[src/rtl/inst_fetch_queue_if.sv]
// Fetch-queue bus bundle: instruction-memory read port, redirect input,
// decoder-facing valid/ready instruction port and optional statistics.
// The master side is the fetch queue; the slave side is the environment
// (instruction memory plus decode/control stage).
interface inst_fetch_queue_if #(
    parameter int DEPTH = 4
);
    localparam int CW = $clog2(DEPTH) + 1;

    logic          imem_req;
    logic [31:0]   imem_addr;
    logic [31:0]   imem_rdata;
    logic          redirect;
    logic [31:0]   redirect_pc;
    logic          inst_valid;
    logic          inst_ready;
    logic [31:0]   inst;
    logic [31:0]   inst_pc;
    logic [5:0]    OpCode;
    logic [5:0]    Funct;
    logic [CW-1:0] queue_count;
    logic [31:0]   stat_fetched;
    logic [31:0]   stat_flushes;

    modport master (
        output imem_req, imem_addr,
        input  imem_rdata,
        input  redirect, redirect_pc,
        output inst_valid, inst, inst_pc, OpCode, Funct, queue_count,
        input  inst_ready,
        output stat_fetched, stat_flushes
    );

    modport slave (
        input  imem_req, imem_addr,
        output imem_rdata,
        output redirect, redirect_pc,
        input  inst_valid, inst, inst_pc, OpCode, Funct, queue_count,
        output inst_ready,
        input  stat_fetched, stat_flushes
    );
endinterface

[src/rtl/inst_fetch_queue.sv]
// Instruction fetch queue: generates the PC, issues one-cycle-latency
// instruction-memory reads and buffers returned words with their PCs in a
// small circular queue that feeds the decoder over valid/ready.
// Optional statistics counters are built when FETCH_STATS_EN is defined;
// otherwise stat_fetched/stat_flushes read as zero.
module inst_fetch_queue #(
    parameter int          DEPTH    = 4,
    parameter logic [31:0] RESET_PC = 32'h0000_0000
) (
    input  logic              clk,
    input  logic              reset,
    inst_fetch_queue_if.master bus
);
    localparam int          AW      = $clog2(DEPTH);
    localparam int          CW      = AW + 1;
    localparam logic [CW:0] DEPTH_V = (CW + 1)'(DEPTH);

    // Queue storage: written only from the tail, read combinationally at the head.
    logic [31:0] word_mem_q [DEPTH];
    logic [31:0] pc_mem_q   [DEPTH];

    logic [AW-1:0] head_q, head_d;
    logic [AW-1:0] tail_q, tail_d;
    logic [CW-1:0] count_q, count_d;
    logic          pending_q, pending_d;
    logic [31:0]   pending_pc_q, pending_pc_d;
    logic [31:0]   pc_q, pc_d;

    logic          pop;
    logic          req;
    logic          push;
    logic [CW:0]   occ;

    // Low address bits of a redirect target are forced to zero.
    logic unused_redirect_lsbs;
    assign unused_redirect_lsbs = ^bus.redirect_pc[1:0];

    // Handshake and request decision. The request looks at occupancy after
    // this cycle's pop so a full queue being drained still fetches every cycle.
    always_comb begin
        pop  = (count_q != '0) & bus.inst_ready;
        occ  = {1'b0, count_q} + (CW + 1)'(pending_q) - (CW + 1)'(pop);
        req  = !reset & !bus.redirect & (occ < DEPTH_V);
        push = pending_q & !reset & !bus.redirect;
    end

    // Next-state for PC, pointers, count and the in-flight read tracker.
    always_comb begin
        pc_d         = pc_q;
        head_d       = head_q;
        tail_d       = tail_q;
        count_d      = count_q;
        pending_d    = pending_q;
        pending_pc_d = pending_pc_q;
        if (bus.redirect) begin
            // Flush: drop queued entries and any response arriving now.
            pc_d      = {bus.redirect_pc[31:2], 2'b00};
            head_d    = '0;
            tail_d    = '0;
            count_d   = '0;
            pending_d = 1'b0;
        end else begin
            pending_d = req;
            if (req) begin
                pc_d         = pc_q + 32'd4;
                pending_pc_d = pc_q;
            end
            if (pending_q) begin
                tail_d = tail_q + AW'(1);
            end
            if (pop) begin
                head_d = head_q + AW'(1);
            end
            count_d = count_q + CW'(pending_q) - CW'(pop);
        end
    end

    // Control state register; reset takes priority over redirect.
    always_ff @(posedge clk) begin
        if (reset) begin
            pc_q         <= RESET_PC;
            head_q       <= '0;
            tail_q       <= '0;
            count_q      <= '0;
            pending_q    <= 1'b0;
            pending_pc_q <= '0;
        end else begin
            pc_q         <= pc_d;
            head_q       <= head_d;
            tail_q       <= tail_d;
            count_q      <= count_d;
            pending_q    <= pending_d;
            pending_pc_q <= pending_pc_d;
        end
    end

    // Capture the returning read word with the PC it was fetched from.
    always_ff @(posedge clk) begin
        if (push) begin
            word_mem_q[tail_q] <= bus.imem_rdata;
            pc_mem_q[tail_q]   <= pending_pc_q;
        end
    end

    assign bus.imem_req    = req;
    assign bus.imem_addr   = pc_q;
    assign bus.inst_valid  = (count_q != '0);
    assign bus.inst        = word_mem_q[head_q];
    assign bus.inst_pc     = pc_mem_q[head_q];
    assign bus.OpCode      = word_mem_q[head_q][31:26];
    assign bus.Funct       = word_mem_q[head_q][5:0];
    assign bus.queue_count = count_q;

`ifdef FETCH_STATS_EN
    logic [31:0] stat_fetched_q, stat_fetched_d;
    logic [31:0] stat_flushes_q, stat_flushes_d;

    // Counter increments: every accepted instruction, every redirect cycle.
    always_comb begin
        stat_fetched_d = stat_fetched_q + (pop ? 32'd1 : 32'd0);
        stat_flushes_d = stat_flushes_q + (bus.redirect ? 32'd1 : 32'd0);
    end

    // Statistics registers, cleared only by reset.
    always_ff @(posedge clk) begin
        if (reset) begin
            stat_fetched_q <= '0;
            stat_flushes_q <= '0;
        end else begin
            stat_fetched_q <= stat_fetched_d;
            stat_flushes_q <= stat_flushes_d;
        end
    end

    assign bus.stat_fetched = stat_fetched_q;
    assign bus.stat_flushes = stat_flushes_q;
`else
    assign bus.stat_fetched = 32'd0;
    assign bus.stat_flushes = 32'd0;
`endif
endmodule

[src/flat_wrapper.sv]
// flat-port wrapper written by rule: the top's interface ports become plain ports
module inst_fetch_queue_flat 
#(
    parameter int          DEPTH    = 4,
    parameter logic [31:0] RESET_PC = 32'h0000_0000
)
  (clk, reset, bus_imem_req, bus_imem_addr, bus_imem_rdata, bus_redirect, bus_redirect_pc, bus_inst_valid, bus_inst, bus_inst_pc, bus_OpCode, bus_Funct, bus_queue_count, bus_inst_ready, bus_stat_fetched, bus_stat_flushes);
  inst_fetch_queue_if #(.DEPTH(DEPTH)) bus_i ();
  input  logic clk;
  input  logic reset;
  output wire logic [$bits(bus_i.imem_req)-1:0] bus_imem_req;
  output wire logic [$bits(bus_i.imem_addr)-1:0] bus_imem_addr;
  input wire logic [$bits(bus_i.imem_rdata)-1:0] bus_imem_rdata;
  input wire logic [$bits(bus_i.redirect)-1:0] bus_redirect;
  input wire logic [$bits(bus_i.redirect_pc)-1:0] bus_redirect_pc;
  output wire logic [$bits(bus_i.inst_valid)-1:0] bus_inst_valid;
  output wire logic [$bits(bus_i.inst)-1:0] bus_inst;
  output wire logic [$bits(bus_i.inst_pc)-1:0] bus_inst_pc;
  output wire logic [$bits(bus_i.OpCode)-1:0] bus_OpCode;
  output wire logic [$bits(bus_i.Funct)-1:0] bus_Funct;
  output wire logic [$bits(bus_i.queue_count)-1:0] bus_queue_count;
  input wire logic [$bits(bus_i.inst_ready)-1:0] bus_inst_ready;
  output wire logic [$bits(bus_i.stat_fetched)-1:0] bus_stat_fetched;
  output wire logic [$bits(bus_i.stat_flushes)-1:0] bus_stat_flushes;
  assign bus_imem_req = bus_i.imem_req;
  assign bus_imem_addr = bus_i.imem_addr;
  assign bus_i.imem_rdata = bus_imem_rdata;
  assign bus_i.redirect = bus_redirect;
  assign bus_i.redirect_pc = bus_redirect_pc;
  assign bus_inst_valid = bus_i.inst_valid;
  assign bus_inst = bus_i.inst;
  assign bus_inst_pc = bus_i.inst_pc;
  assign bus_OpCode = bus_i.OpCode;
  assign bus_Funct = bus_i.Funct;
  assign bus_queue_count = bus_i.queue_count;
  assign bus_i.inst_ready = bus_inst_ready;
  assign bus_stat_fetched = bus_i.stat_fetched;
  assign bus_stat_flushes = bus_i.stat_flushes;
  inst_fetch_queue #(.DEPTH(DEPTH), .RESET_PC(RESET_PC)) u_core (.clk(clk), .reset(reset), .bus(bus_i));
endmodule
[config.mk]
export PLATFORM = sky130hd
export DESIGN_NAME = inst_fetch_queue_flat
export DESIGN_NICKNAME = d
export VERILOG_FILES = /design/src/rtl/inst_fetch_queue_if.sv /design/src/rtl/inst_fetch_queue.sv /design/src/flat_wrapper.sv
export SDC_FILE = /design/constraint.sdc
export NUM_CORES = 1
export LEC_CHECK = 0
export ABC_CLOCK_PERIOD_IN_PS = 6150
export BUFFER_PORTS_ARGS = -buffer_cell sky130_fd_sc_hd__buf_2
export CAP_MARGIN = 10
export CORE_ASPECT_RATIO = 0.9
export CORE_UTILIZATION = 60
export DETAILED_ROUTE_END_ITERATION = 6
export GPL_TIMING_DRIVEN = 0
export MAX_ROUTING_LAYER = met4
export PLACE_DENSITY_LB_ADDON = 0.1
export SETUP_SLACK_MARGIN = 0.02
export SYNTH_ARGS = -nofsm -noshare
export SYNTH_HDL_FRONTEND = slang
export SYNTH_SLANG_ARGS = --single-unit
[constraint.sdc]
create_clock -name clk -period 6.15 [get_ports clk]
set_input_delay 0.615 -clock clk [delete_from_list [all_inputs] [get_ports clk]]
set_output_delay 0.615 -clock clk [all_outputs]
set_load 0.02 [all_outputs]
; ---- Word level (Yosys, flattened, before mapping)
; Memories as Yosys holds them, arrays and structs flattened. A register that Yosys moved wholly into a read port is not among the register bits.
; Index checks and enable logic that the tools add are counted.
[op_classes]
addsub = 7
order_cmp = 1
mux = 8
bitwise = 6
reduce_logical = 6
[ops]
columns = operator, n
row1 = 32-bit two-way mux, 2
row2 = 32-bit by 3-bit adder with 32-bit output (second input constant), 1
row3 = 2-bit two-way mux, 4
row4 = 1-bit AND, 5
row5 = 2-bit by 1-bit adder with 2-bit output (second input constant), 2
row6 = 3-bit by 1-bit adder with 4-bit output, 1
row7 = 4-bit by 3-bit < comparator with 1-bit output (second input constant), 1
row8 = 4-bit by 1-bit subtractor with 4-bit output, 1
row9 = 3-bit by 1-bit adder with 3-bit output, 1
row10 = 3-bit nonzero test, 1
row11 = 3-bit by 1-bit subtractor with 3-bit output, 1
row12 = 1-bit zero test, 2
row13 = 1-bit two-way mux, 2
row14 = 2-bit AND reduction, 1
row15 = 2-bit nonzero test, 1
row16 = 2-bit OR reduction, 1
row17 = 1-bit inverter, 1
[totals]
regBits = 72
mem_bits_rw = 256
inputBits = 68
output_inout_bits = 177
word_cells = 37
n_memories = 2
[memory_table]
columns = memory, words, width, rd, rd_ports_with_merged_regs, write_ports, line_no
row1 = u_core.pc_mem_q, 4, 32, 1, 1, 1, inst_fetch_queue.sv:20  ; logic [31:0] pc_mem_q [DEPTH];
row2 = u_core.word_mem_q, 4, 32, 1, 1, 1, inst_fetch_queue.sv:19  ; logic [31:0] word_mem_q [DEPTH];

; ---- Logic depth before layout (Yosys ltp)
; Gate-level depths: netlist of run 1.
[logic_depth]
depth_word = 7
mapped_depth = 16
mapped_depth_nobuf = 13

; ---- Worst setup path after synthesis of run 1
; OpenSTA, ideal clock, no wires.
[synth_path]
kind = reg-to-output
from = register u_core.count_q[1], in the netlist u_core.bus.queue_count[1]
to = output bus_imem_req
arrival_ns = 3.225
required_ns = 5.535
slack_ns = 2.310
stages_incl_launch_ff = 14
path_buffers = 2
path_cell_list = dfxtp_1 or3_1 and2_1 ha_1 inv_1 ha_1 inv_1 fa_1 nand2b_1 o32ai_2 o21ai_2 buf_6 clkinv_1 buf_2
[synth_via]
elab_chain_len = 5
elab_cells_between_ends = 6
classes_between = 2 x add/sub / 1 x order compare / 2 x bitwise / 1 x reduce/logical
[synth_rtl]
columns = item, line_no
row1 = start: declaration, inst_fetch_queue.sv:24  ; logic [CW-1:0] count_q, count_d;
row2 = start signal: assignment, inst_fetch_queue.sv:91  ; count_q <= count_d;
row3 = 3-bit nonzero test, -
row4 = named net bus_inst_valid, flat_wrapper.sv:16  ; output wire logic [$bits(bus_i.inst_valid)-1:0] bus_inst_valid;
row5 = 1-bit AND, inst_fetch_queue.sv:41  ; pop = (count_q != '0) & bus.inst_ready;
row6 = named net u_core.pop, inst_fetch_queue.sv:29  ; logic pop;
row7 = 4-bit by 1-bit subtractor with 4-bit output, inst_fetch_queue.sv:42  ; occ = {1'b0, count_q} + (CW + 1)'(pending_q) - (CW + 1)'(pop);
row8 = 4-bit by 3-bit < comparator with 1-bit output, inst_fetch_queue.sv:43  ; req = !reset & !bus.redirect & (occ < DEPTH_V);
row9 = 1-bit AND, inst_fetch_queue.sv:43
row10 = end: declaration, flat_wrapper.sv:11  ; output wire logic [$bits(bus_i.imem_req)-1:0] bus_imem_req;
; The timed path passes the listed nets, and every way through them passes these cells.

; ---- Final worst setup path of run 1
[layout_path]
from = register u_core.count_q[2], in the netlist u_core.bus.queue_count[2]
to = output bus_imem_req
[layout_via]
elab_chain_len = 5
elab_cells_between_ends = 6
classes_between = 2 x add/sub / 1 x order compare / 2 x bitwise / 1 x reduce/logical
[layout_rtl]
columns = item, line_no
row1 = 3-bit nonzero test, inst_fetch_queue.sv:41
row2 = 1-bit AND, inst_fetch_queue.sv:41
row3 = named net u_core.pop, inst_fetch_queue.sv:29
row4 = 4-bit by 1-bit subtractor with 4-bit output, inst_fetch_queue.sv:42
row5 = 4-bit by 3-bit < comparator with 1-bit output, inst_fetch_queue.sv:43
row6 = 1-bit AND, inst_fetch_queue.sv:43
; The timed path passes the listed nets, and every way through them passes these cells.

==> results of run 1 <==
==> flip-flops by register name, summed over array words and instances (netlist names), named ones only <==
signal / count
u_core.word_mem_q: 128
u_core.pending_pc_q: 30
u_core.pending_q: 1
u_core.pc_mem_q: 120
u_core.bus.queue_count: 3
u_core.tail_q: 2
u_core.bus.imem_addr: 30
u_core.head_q: 2
==> power by group through the flow <==
| stage | Combinational, µW | Clock (µW) | Sequential (µW) |
|---|---|---|---|
| final | 478 | 1870 | 2420 |
| after global routing | 515 | 1980 | 2420 |
| after CTS | 476 | 1880 | 2410 |
| after detailed placement | 473 | 0 | 2460 |
| after global placement | 465 | 0 | 2460 |
| after floorplan | 320 | 0 | 2460 |
==> area by class of cell <==
cell class,instances,area (µm²)
clock inverters,18,169
well taps,286,358
repair buffers,177,976
fillers,1350,5390
multi-input cells,430,3470
flip-flops and latches,318,8850
plain buffers,118,821
clock buffers,39,847
inverters,21,78.8
==> metal layers <==
metal	global-route usage [%]	up-vias	part of all wire, %
met2	38.1	358	47
met5	-	-	0
met1	35.0	3770	43
met3	3.30	50	7.2
met4	7.33	0	2.6
li1	-	3575	-
==> cells by family (layout without fill, tap and decap cells) <==
| group | Yosys count | in the layout |
|---|---|---|
| AOI/OAI and AO/OA | 97 | 97 |
| muxes | 64 | 64 |
| and+or+nand+nor | 180 | 180 |
| xor gates and xnor gates | 11 | 11 |
| DFF | 318 | 318 |
| buffers and inverters | 139 | 373 |
| adders and majority gates | 10 | 10 |
| other | 1 | 68 |
==> critical path: cells and delay by family (launching register included) <==
kind / cells / cell delay [ns]
fa+ha+maj: 3 / 0.86
buf+inv: 6 / 0.87
flops: 1 / 0.40
simple gates: 3 / 0.81
compound gates: 2 / 0.74
==> through the flow <==
step                      instances  setup WS [ns]
after CTS                      1407           1.32
after detailed placement       1350           1.92
after floorplan                 887           2.31
after global placement         1346           1.93
after global routing           1407           1.13
final                          1407           1.30
==> cell usage in the layout, fill, tap and decap left out, drive strengths merged, types with 3 or more instances in the layout <==
cell	count
a211o	3
a211oi	9
a21oi	34
a31oi	15
and3	9
and4	3
buf	273
bufinv	3
clkbuf	60
clkinv	14
conb	68
dfxtp	70
edfxtp	248
ha	9
inv	21
mux4	62
nand2	91
nand3	14
nand4	8
nor2	25
nor4	3
o2111ai	4
o211ai	7
o21ai	6
o311ai	8
or3	11
or4	8
xnor2	6
xor2	5
==> final timing paths <==
check	startpoint	end	slack (ns)	depth (start not counted)
max	u_core.bus.queue_count[2]	bus_imem_req	1.30	14
min	bus_imem_rdata[25]	u_core.word_mem_q[0][25]	0.29	1
max reg2reg	u_core.bus.queue_count[2]	u_core.bus.imem_addr[23]	2.18	12
min reg2reg	u_core.pending_pc_q[16]	u_core.pending_pc_q[16]	0.51	2
==> reports/results.ini, run 1 <==
[synthesis]
synth_top_family_by_area=multiplexers
synth_ff_type=edfxtp_1
synth_fa_ha_area_share_pct=1.02
yosysTopAreaCell=edfxtp_1
yosys.area.top_type_share_pct=57.5
synthMostInstantiatedCell=edfxtp_1
synth.area.mux_share_pct=10.9
ys_ff_latch=318
synth_common_cells=248 x edfxtp_1, 91 x nand2_1, 80 x buf_4
synth_compound_area_share_pct=5.15
syn_inst=820
synth_edf_count=248
synth.avg_cell_area_um2=15.8
synthArstFlopShare_pct=0
ys_seq_area_share_pct=68.4
synth-simple-area-share_pct=6.80
syn_area_mm2=0.0129
synth_cell_type_count=60
yosys_warnings=0
synth_area_leaders=edfxtp_1 58%, dfxtp_1 11%, mux4_2 11%, buf_4 4.6%, nand2_1 2.6%
synthXorXnorAreaFrac_pct=0.744

[status]
status=completed

[placed_design]
hpwl_um=17200
portBuffers=173
postPlaceCellArea_mm2=0.0145
gp_congestion=0.914

[clock_network]
root_buffer=clkbuf_16
clkLatencyLatePin_ns=0.55
clk_path_buf_depth=3
cts-htree-levels=1
postCtsSetupBuffers=0
numCtsBuffers=31
cts.sinks=318
cts_resized=0
clkTransAtPathRegs_ns=0.07
tritoncts=built
hold_buffers=0

[routing]
drc=0
ant_nets=0
dr_total_vias=7753
wirelength_um=26200
first_iter_violations=535
via_per_inst=5.51
firstDrtPassIters=5
wl_per_cell_um=18.6

[power_and_ir_drop]
share_seq_of_total_power_pct=50.7
p_sw_uw=1120
swShare_pct=23.5
totalPowerFinal_uw=4760
clkPwrFrac_pct=39.2
comb_power_share_pct=10.0
intPower_uw=3640
p_leak_uw=0.00567
peakVddDrop_uv=202
power_density_mw_per_mm2=306

[cells_and_area]
layout.nets=1175
utilization_pct=74.3
synthToLayoutAreaGrowth_pct=20.3
diodes=0
post-route-cell-area_mm2=0.0156
drive_gt1_share_pct=35.6

[global_routing]
grt_antenna_before_repair=0
grt_pass1_vias=7481
grt_pass1_wl_um=40600
overflow=0
grt_usage_pct=24.7
grt_start_max_net_pins=57

[sta]
period_needed_ns=4.85
fmaxAchievable_ghz=0.206
tightest_slew_ns=0.729
skew_ns=0.0181
slew_headroom_pct=51.3
hold_viol_final=0
setup_viol=0
final.setup.tns_ns=0
whs_ns=0.294
maxSlewViolCount=0
rsz0062_at_grt=false
fin_crit_sh_pct=78.9

[setup_path]
worst_setup_path_start_kind=flip-flop
path_cells=or3_1 -> and2_1 -> ha_1 -> inv_1 -> ha_1 -> inv_1 -> fa_1 -> nand2b_1 -> o32ai_2 -> o21ai_2 -> buf_6 -> clkinv_1 -> buf_2 -> buf_2
slowest_delay_ns=0.59
crit_path_max_fanout=10
required_ns=5.53
cp-end-kind=output pin
cpMaxStageDelayCell=o32ai_2
critPathKind=flip-flop to output pin
arrival_ns=4.24

[worst_hold_path]
min_path_type=input port to flip-flop

[die]
die_h_um=141
num_io_pins=245
coreArea_mm2=0.0210
dieArea_mm2=0.0222
rows=50
die_w_um=157
start_util_pct=61.8

[flow_run]
maxCapViolCount=0

Note: power is estimated with default switching activity, not from simulation.
==> inputs of run 2 (changes only) <==
--- a/config.mk
+++ b/config.mk
@@ -5,11 +5,11 @@
 export SDC_FILE = /design/constraint.sdc
 export NUM_CORES = 1
 export LEC_CHECK = 0
-export ABC_CLOCK_PERIOD_IN_PS = 6150
+export ABC_CLOCK_PERIOD_IN_PS = 4300
 export BUFFER_PORTS_ARGS = -buffer_cell sky130_fd_sc_hd__buf_2
 export CAP_MARGIN = 10
 export CORE_ASPECT_RATIO = 0.9
-export CORE_UTILIZATION = 60
+export CORE_UTILIZATION = 50
 export DETAILED_ROUTE_END_ITERATION = 6
 export GPL_TIMING_DRIVEN = 0
 export MAX_ROUTING_LAYER = met4
==> constraint.sdc (replaced) <==
create_clock -name clk -period 4.3 [get_ports clk]
set_input_delay 0.43 -clock clk [delete_from_list [all_inputs] [get_ports clk]]
set_output_delay 0.43 -clock clk [all_outputs]
set_load 0.02 [all_outputs]
==> run 2 against run 1 <==
Compared with the run above: register-to-register slack lost 1.7 ns; sequential share of layout area shrank 0.36 points; power grew 43%; combinational power grew 49%; cell count grew 4.4%; global-route usage shrank 3.7 points; sequential cell count is the same; clock skew grew 0.00093 ns; largest cell class unchanged; utilization shrank 12 points; clock-buffer cell count grew 14; die area grew 20%.
==> reports/results.ini, run 2 (synthesis gave the netlist of run 1 again) <==
[sta]
hold_viol_final=0  ; unchanged
final.setup.tns_ns=0  ; unchanged
fmaxAchievable_ghz=0.245
slew_headroom_pct=56.7  ; +5.3 points
skew_ns=0.0190  ; +0.000928 ns
setup_viol=0  ; unchanged
period_needed_ns=4.08
tightest_slew_ns=0.650  ; -0.0790 ns
maxSlewViolCount=0  ; unchanged
rsz0062_at_grt=false
fin_crit_sh_pct=94.8

[worst_hold_path]
min_path_type=input port to flip-flop
hold_start=bus_imem_rdata[0]
whs_endpoint=u_core.word_mem_q[3][0]
holdPathStages=1  ; unchanged

[die]
die_w_um=172  ; +9.4%
rows=55  ; +10%
coreArea_mm2=0.0253  ; +21%
num_io_pins=245  ; unchanged
dieArea_mm2=0.0265  ; +20%
start_util_pct=51.3  ; -11 points
die_h_um=155  ; +9.4%

[setup_path]
worst_setup_path_start_kind=flip-flop
reg2reg_depth=13  ; +1
path_cells=or3_1 -> and2_2 -> ha_1 -> inv_1 -> ha_1 -> inv_1 -> fa_1 -> nand2b_2 -> o32ai_4 -> o21ai_2 -> buf_6 -> clkinvlp_4 -> buf_6 -> buf_4
required_ns=3.87  ; -1.66 ns
timing.rr.start=u_core.bus.queue_count[1]
cp-end-kind=output pin
cpMaxStageDelayCell=fa_1
critPathKind=flip-flop to output pin
rrSetupSlack_ns=0.50  ; -1.68 ns
arrival_ns=3.65  ; -0.59 ns
slowest_delay_ns=0.40  ; -0.19 ns
reg2reg_to=u_core.bus.imem_addr[28]
crit_path_max_fanout=10  ; unchanged

[routing]
ant_nets=0  ; unchanged
first_iter_violations=657  ; +23%
firstDrtPassIters=5  ; unchanged
wirelength_um=26700  ; +1.7%
dr_total_vias=7613  ; -1.8%
drc=0  ; unchanged
wl_per_cell_um=18.1  ; -2.6%
via_per_inst=5.18  ; -6.0%

[global_routing]
grt_pass1_vias=7300  ; -2.4%
grt_usage_pct=21.1  ; -3.7 points
grt_pass1_wl_um=41200  ; +1.4%
grt_start_max_net_pins=55  ; -3.5%
grt_antenna_before_repair=0  ; unchanged
overflow=0  ; unchanged

[placed_design]
gp_congestion=0.857  ; -6.3%
portBuffers=173  ; unchanged
hpwl_um=17700  ; +3.0%
postPlaceCellArea_mm2=0.0146  ; +0.48%

[cells_and_area]
final_cell_mix=248 x edfxtp_1, 184 x buf_2, 91 x nand2_1, 83 x buf_4
drive_gt1_share_pct=35.7  ; +0.077 points
diodes=0  ; unchanged
top_register=u_core.word_mem_q
post-route-cell-area_mm2=0.0157  ; +0.66%
final_common_cell=edfxtp_1
layout.nets=1180  ; +0.43%
utilization_pct=62.0  ; -12 points
synthToLayoutAreaGrowth_pct=21.0
largest_register_ffs=128  ; unchanged
reg_top3=u_core.word_mem_q x128, u_core.pc_mem_q x120

[power_and_ir_drop]
share_seq_of_total_power_pct=50.7  ; about the same
power_density_mw_per_mm2=435  ; +42%
intPower_uw=5200  ; +43%
clkPwrFrac_pct=38.8  ; -0.4 points
p_leak_uw=0.00567  ; about the same
comb_power_share_pct=10.5  ; +0.5 points
swShare_pct=23.7  ; +0.12 points
p_sw_uw=1610  ; +44%
peakVddDrop_uv=196  ; -3.0%

[clock_network]
tritoncts=built
cts.sinks=318  ; unchanged
clkLatencyLatePin_ns=0.50  ; -0.05 ns
root_buffer=clkbuf_16
numCtsBuffers=34  ; +9.7%
hold_buffers=0  ; unchanged
clkTransAtPathRegs_ns=0.06  ; about the same
cts-htree-levels=2  ; +1
clk_path_buf_depth=3  ; unchanged

[flow_run]
maxCapViolCount=0  ; unchanged

[status]
status=completed

-- run 2: changes by cell type in the layout (fill, tap and decap cells not counted), sizes merged --
cell,previous run,this run
clkbuf,60,74
clkinv,14,6
bufinv,3,0
buf,273,275
clkinvlp,1,2
-- run 2: final cells by class --
type,instances,area (µm²)
Buffer,118,827
Clock buffer,53,963
Clock inverter,8,40.0
Fill cell,1938,9590
Inverter,21,82.6
Multi-Input combinational cell,430,3480
Sequential cell,318,8850
Tap cell,342,428
Timing Repair Buffer,179,993
-- run 2: power by group through the flow --
stage | sequential, µW | combinational [µW] | clock [µW]
after floorplan | 3520 | 457 | 0
after global placement | 3520 | 673 | 0
after detailed placement | 3520 | 684 | 0
after CTS | 3450 | 703 | 2700
after global routing | 3460 | 775 | 2830
final | 3460 | 714 | 2640
-- run 2: through the flow --
step | worst slack [ns] | cells | hold WS [ns] | power (µW)
3_3_place_gp | 0.187 | 1402 | 0.482 | 4190
2_1_floorplan | 0.645 | 887 | 0.460 | 3980
6_report | 0.222 | 1469 | 0.137 | 6810
3_5_place_dp | 0.133 | 1406 | 0.493 | 4200
4_1_cts | 0.0543 | 1468 | 0.114 | 6860
5_1_grt | 0.0345 | 1469 | 0.122 | 7070
-- run 2: routing by layer --
layer	track usage (%)	share of wire, %	up-vias
li1	-	-	3580
met2	32.1	47	322
met5	-	0	-
met4	5.10	1.5	0
met1	29.4	45	3667
met3	3.84	7.1	44
-- run 2: critical path, delay by kind of cell, from the launching register on --
family | cells | cell delay, ns
AOI/OAI and AO/OA | 2 | 0.47
and+or+nand+nor | 3 | 0.84
adders and majority gates | 3 | 0.86
buffers and inverters | 6 | 0.63
DFF | 1 | 0.36
-- run 2: worst max path at each step --
| stage | startpoint | end | depth (start not counted) |
|---|---|---|---|
| after floorplan | u_core.bus.queue_count[1] | bus_imem_req | 13 |
| after global placement | u_core.bus.queue_count[1] | bus_imem_req | 14 |
| after detailed placement | u_core.bus.queue_count[1] | bus_imem_req | 14 |
| after CTS | u_core.bus.queue_count[1] | bus_imem_req | 14 |
| after global routing | u_core.bus.queue_count[1] | bus_imem_req | 14 |
| final | u_core.bus.queue_count[1] | bus_imem_req | 14 |
-- run 2: timing repair --
item | 4_1_cts | 5_1_grt
cloned | 0 | 0
pin swaps | 1 | 1
gates resized for setup | 2 | 7
hold endpoints to repair | 0 | 0
setup endpoints to repair | 1 | 1
buffers inserted | 1 | 1
==> inputs of run 3 (changes only) <==
--- a/config.mk
+++ b/config.mk
@@ -9,10 +9,9 @@
 export BUFFER_PORTS_ARGS = -buffer_cell sky130_fd_sc_hd__buf_2
 export CAP_MARGIN = 10
 export CORE_ASPECT_RATIO = 0.9
-export CORE_UTILIZATION = 50
+export CORE_UTILIZATION = 45
 export DETAILED_ROUTE_END_ITERATION = 6
 export GPL_TIMING_DRIVEN = 0
-export MAX_ROUTING_LAYER = met4
 export PLACE_DENSITY_LB_ADDON = 0.1
 export SETUP_SLACK_MARGIN = 0.02
 export SYNTH_ARGS = -nofsm -noshare
==> run 3 against run 2 <==
Compared with the run above: maximum frequency down 0.62%; global-route usage down 2.3 points; clock-buffer cell count down 4; routed wire length up 2.7%; critical endpoint unchanged; hold slack about the same; critical path depth up 1; first-iteration DRC count down 22%; die area up 11%; setup slack worse by 0.025 ns; cell count up 1.2%; critical path type unchanged.
==> reports/results.ini, run 3 (synthesis gave the netlist of run 1 again) <==
[worst_hold_path]
min_path_type=input port to flip-flop

[routing]
dr_total_vias=7597  ; -0.21%
via_per_inst=5.11  ; -1.4%
drc=0  ; unchanged
wirelength_um=27400  ; +2.7%
first_iter_violations=515  ; -22%
ant_nets=0  ; unchanged
wl_per_cell_um=18.4  ; +1.5%
firstDrtPassIters=5  ; unchanged

[cells_and_area]
reg_top3=u_core.word_mem_q x128, u_core.pc_mem_q x120
final_cell_mix=248 x edfxtp_1, 185 x buf_2, 91 x nand2_1, 81 x buf_4, 69 x dfxtp_1
layout.nets=1179  ; -0.085%
final_cells=1486  ; +1.2%
post-route-cell-area_mm2=0.0158  ; +0.89%
top_register=u_core.word_mem_q
drive_gt1_share_pct=36.3  ; +0.65 points
final_common_cell=edfxtp_1
synthToLayoutAreaGrowth_pct=22.1
largest_register_ffs=128  ; unchanged
diodes=0  ; unchanged

[setup_path]
cpMaxStageDelayCell=fa_1
slowest_delay_ns=0.41  ; about the same
cp-end-kind=output pin
worst_setup_path_start_kind=flip-flop
required_ns=3.87  ; about the same
critPathKind=flip-flop to output pin
path_cells=or3_1 -> and2_2 -> ha_1 -> inv_1 -> ha_1 -> inv_1 -> fa_1 -> nor2b_2 -> and3_2 -> clkbuf_8 -> o21ai_2 -> buf_6 -> clkinvlp_4 -> buf_6 -> buf_2
arrival_ns=3.67  ; +0.02 ns
crit_path_max_fanout=10  ; unchanged

[power_and_ir_drop]
peakVddDrop_uv=221  ; +12%
power_density_mw_per_mm2=448  ; +3.0%
p_leak_uw=0.00574  ; +1.2%

[sta]
final.setup.tns_ns=0  ; unchanged
skew_ns=0.0181  ; -0.000873 ns
rsz0062_at_grt=false
fmaxAchievable_ghz=0.244  ; -0.62%
setup_viol=0  ; unchanged
fin_crit_sh_pct=95.4  ; +0.59 points
maxSlewViolCount=0  ; unchanged
hold_viol_final=0  ; unchanged
tightest_slew_ns=0.677  ; +0.0267 ns
period_needed_ns=4.10  ; +0.0253 ns
slew_headroom_pct=54.9  ; -1.8 points

[placed_design]
dp.cells=1424  ; +1.3%
postPlaceCellArea_mm2=0.0146  ; +0.15%
portBuffers=173  ; unchanged
gp_congestion=0.826  ; -3.6%
hpwl_um=18300  ; +3.1%

[global_routing]
use_met2_pct=30.4  ; -1.7 points
grt_usage_pct=18.7  ; -2.3 points
grt_pass1_vias=7411  ; +1.5%
grt_start_max_net_pins=53  ; -3.6%
grt_pass1_wl_um=42100  ; +2.2%
use_met1_pct=26.4  ; -3.1 points
grt_busiest_layer=met2
grtUsageMet3_pct=3.06  ; -0.77 points
overflow=0  ; unchanged
grt_antenna_before_repair=0  ; unchanged

[die]
coreArea_mm2=0.0281  ; +11%
die_w_um=181  ; +5.3%
die_h_um=163  ; +5.3%
dieArea_mm2=0.0294  ; +11%
rows=58  ; +5.5%
start_util_pct=46.1  ; -5.2 points
num_io_pins=245  ; unchanged

[clock_network]
clkLatencyLatePin_ns=0.50  ; about the same
cts-htree-levels=2  ; unchanged
tritoncts=built
clk_path_buf_depth=3  ; unchanged
clkTransAtPathRegs_ns=0.06  ; about the same
numCtsBuffers=34  ; unchanged
hold_buffers=0  ; unchanged
cts.sinks=318  ; unchanged
root_buffer=clkbuf_16

[status]
status=completed

[flow_run]
maxCapViolCount=0  ; unchanged

[run 3: timing repair]
| item | in CTS | in global routing |
|---|---|---|
| endpoints found under the hold margin | 0 | 0 |
| setup endpoints to repair | 1 | 1 |
| gates resized for setup | 1 | 8 |
| pin swaps | 1 | 0 |
| setup buffers | 1 | 0 |
[run 3: final timing paths]
check	startpoint	end	slack, ns	cells past startpoint
worst min-delay path	bus_imem_rdata[19]	u_core.word_mem_q[0][19]	0.14	1
worst max-delay path	u_core.bus.queue_count[1]	bus_imem_req	0.20	15
worst min register to register	u_core.pending_pc_q[18]	u_core.pending_pc_q[18]	0.50	2
worst max register to register	u_core.bus.queue_count[1]	u_core.bus.imem_addr[28]	0.64	13
[run 3: metal layers]
layer  routed length, µm  vias to the layer above
met4                 427                        0
met3                1700                       34
met5                   0                        -
met2               13000                      299
met1               12200                     3689
li1                    -                     3575
[run 3: report_power, final]
group / switching (µW) / internal (µW)
sequential: 77.7 / 3380
clock: 1140 / 1770
combinational: 436 / 282
[run 3: final cells by class]
type                            count  area [µm²]
Buffer                            118         827
Clock buffer                       49         980
Clock inverter                     12         145
Fill cell                        2327       12300
Inverter                           21        82.6
Multi-Input combinational cell    430        3490
Sequential cell                   318        8850
Tap cell                          360         450
Timing Repair Buffer              178         983
[run 3: metrics by stage]
stage | power (µW) | hold WS (ns) | utilization (%) | worst slack, ns
after floorplan | 3980 | 0.460 | - | 0.645
final | 7080 | 0.137 | 56.3 | 0.197
after detailed placement | 4210 | 0.495 | 52.1 | 0.199
after global routing | 7340 | 0.118 | 56.3 | 0.0168
after global placement | 4200 | 0.482 | 51.7 | 0.146
after CTS | 7140 | 0.113 | 56.2 | 0.0217
[run 3: worst max-delay path: cells and delay by family, from the launching register on]
family                     cells  cell delay [ns]
DFF                            1             0.37
AOI/OAI and AO/OA              1             0.07
adders and majority gates      3             0.86
buffers and inverters          7             0.90
and+or+nand+nor                4             0.97
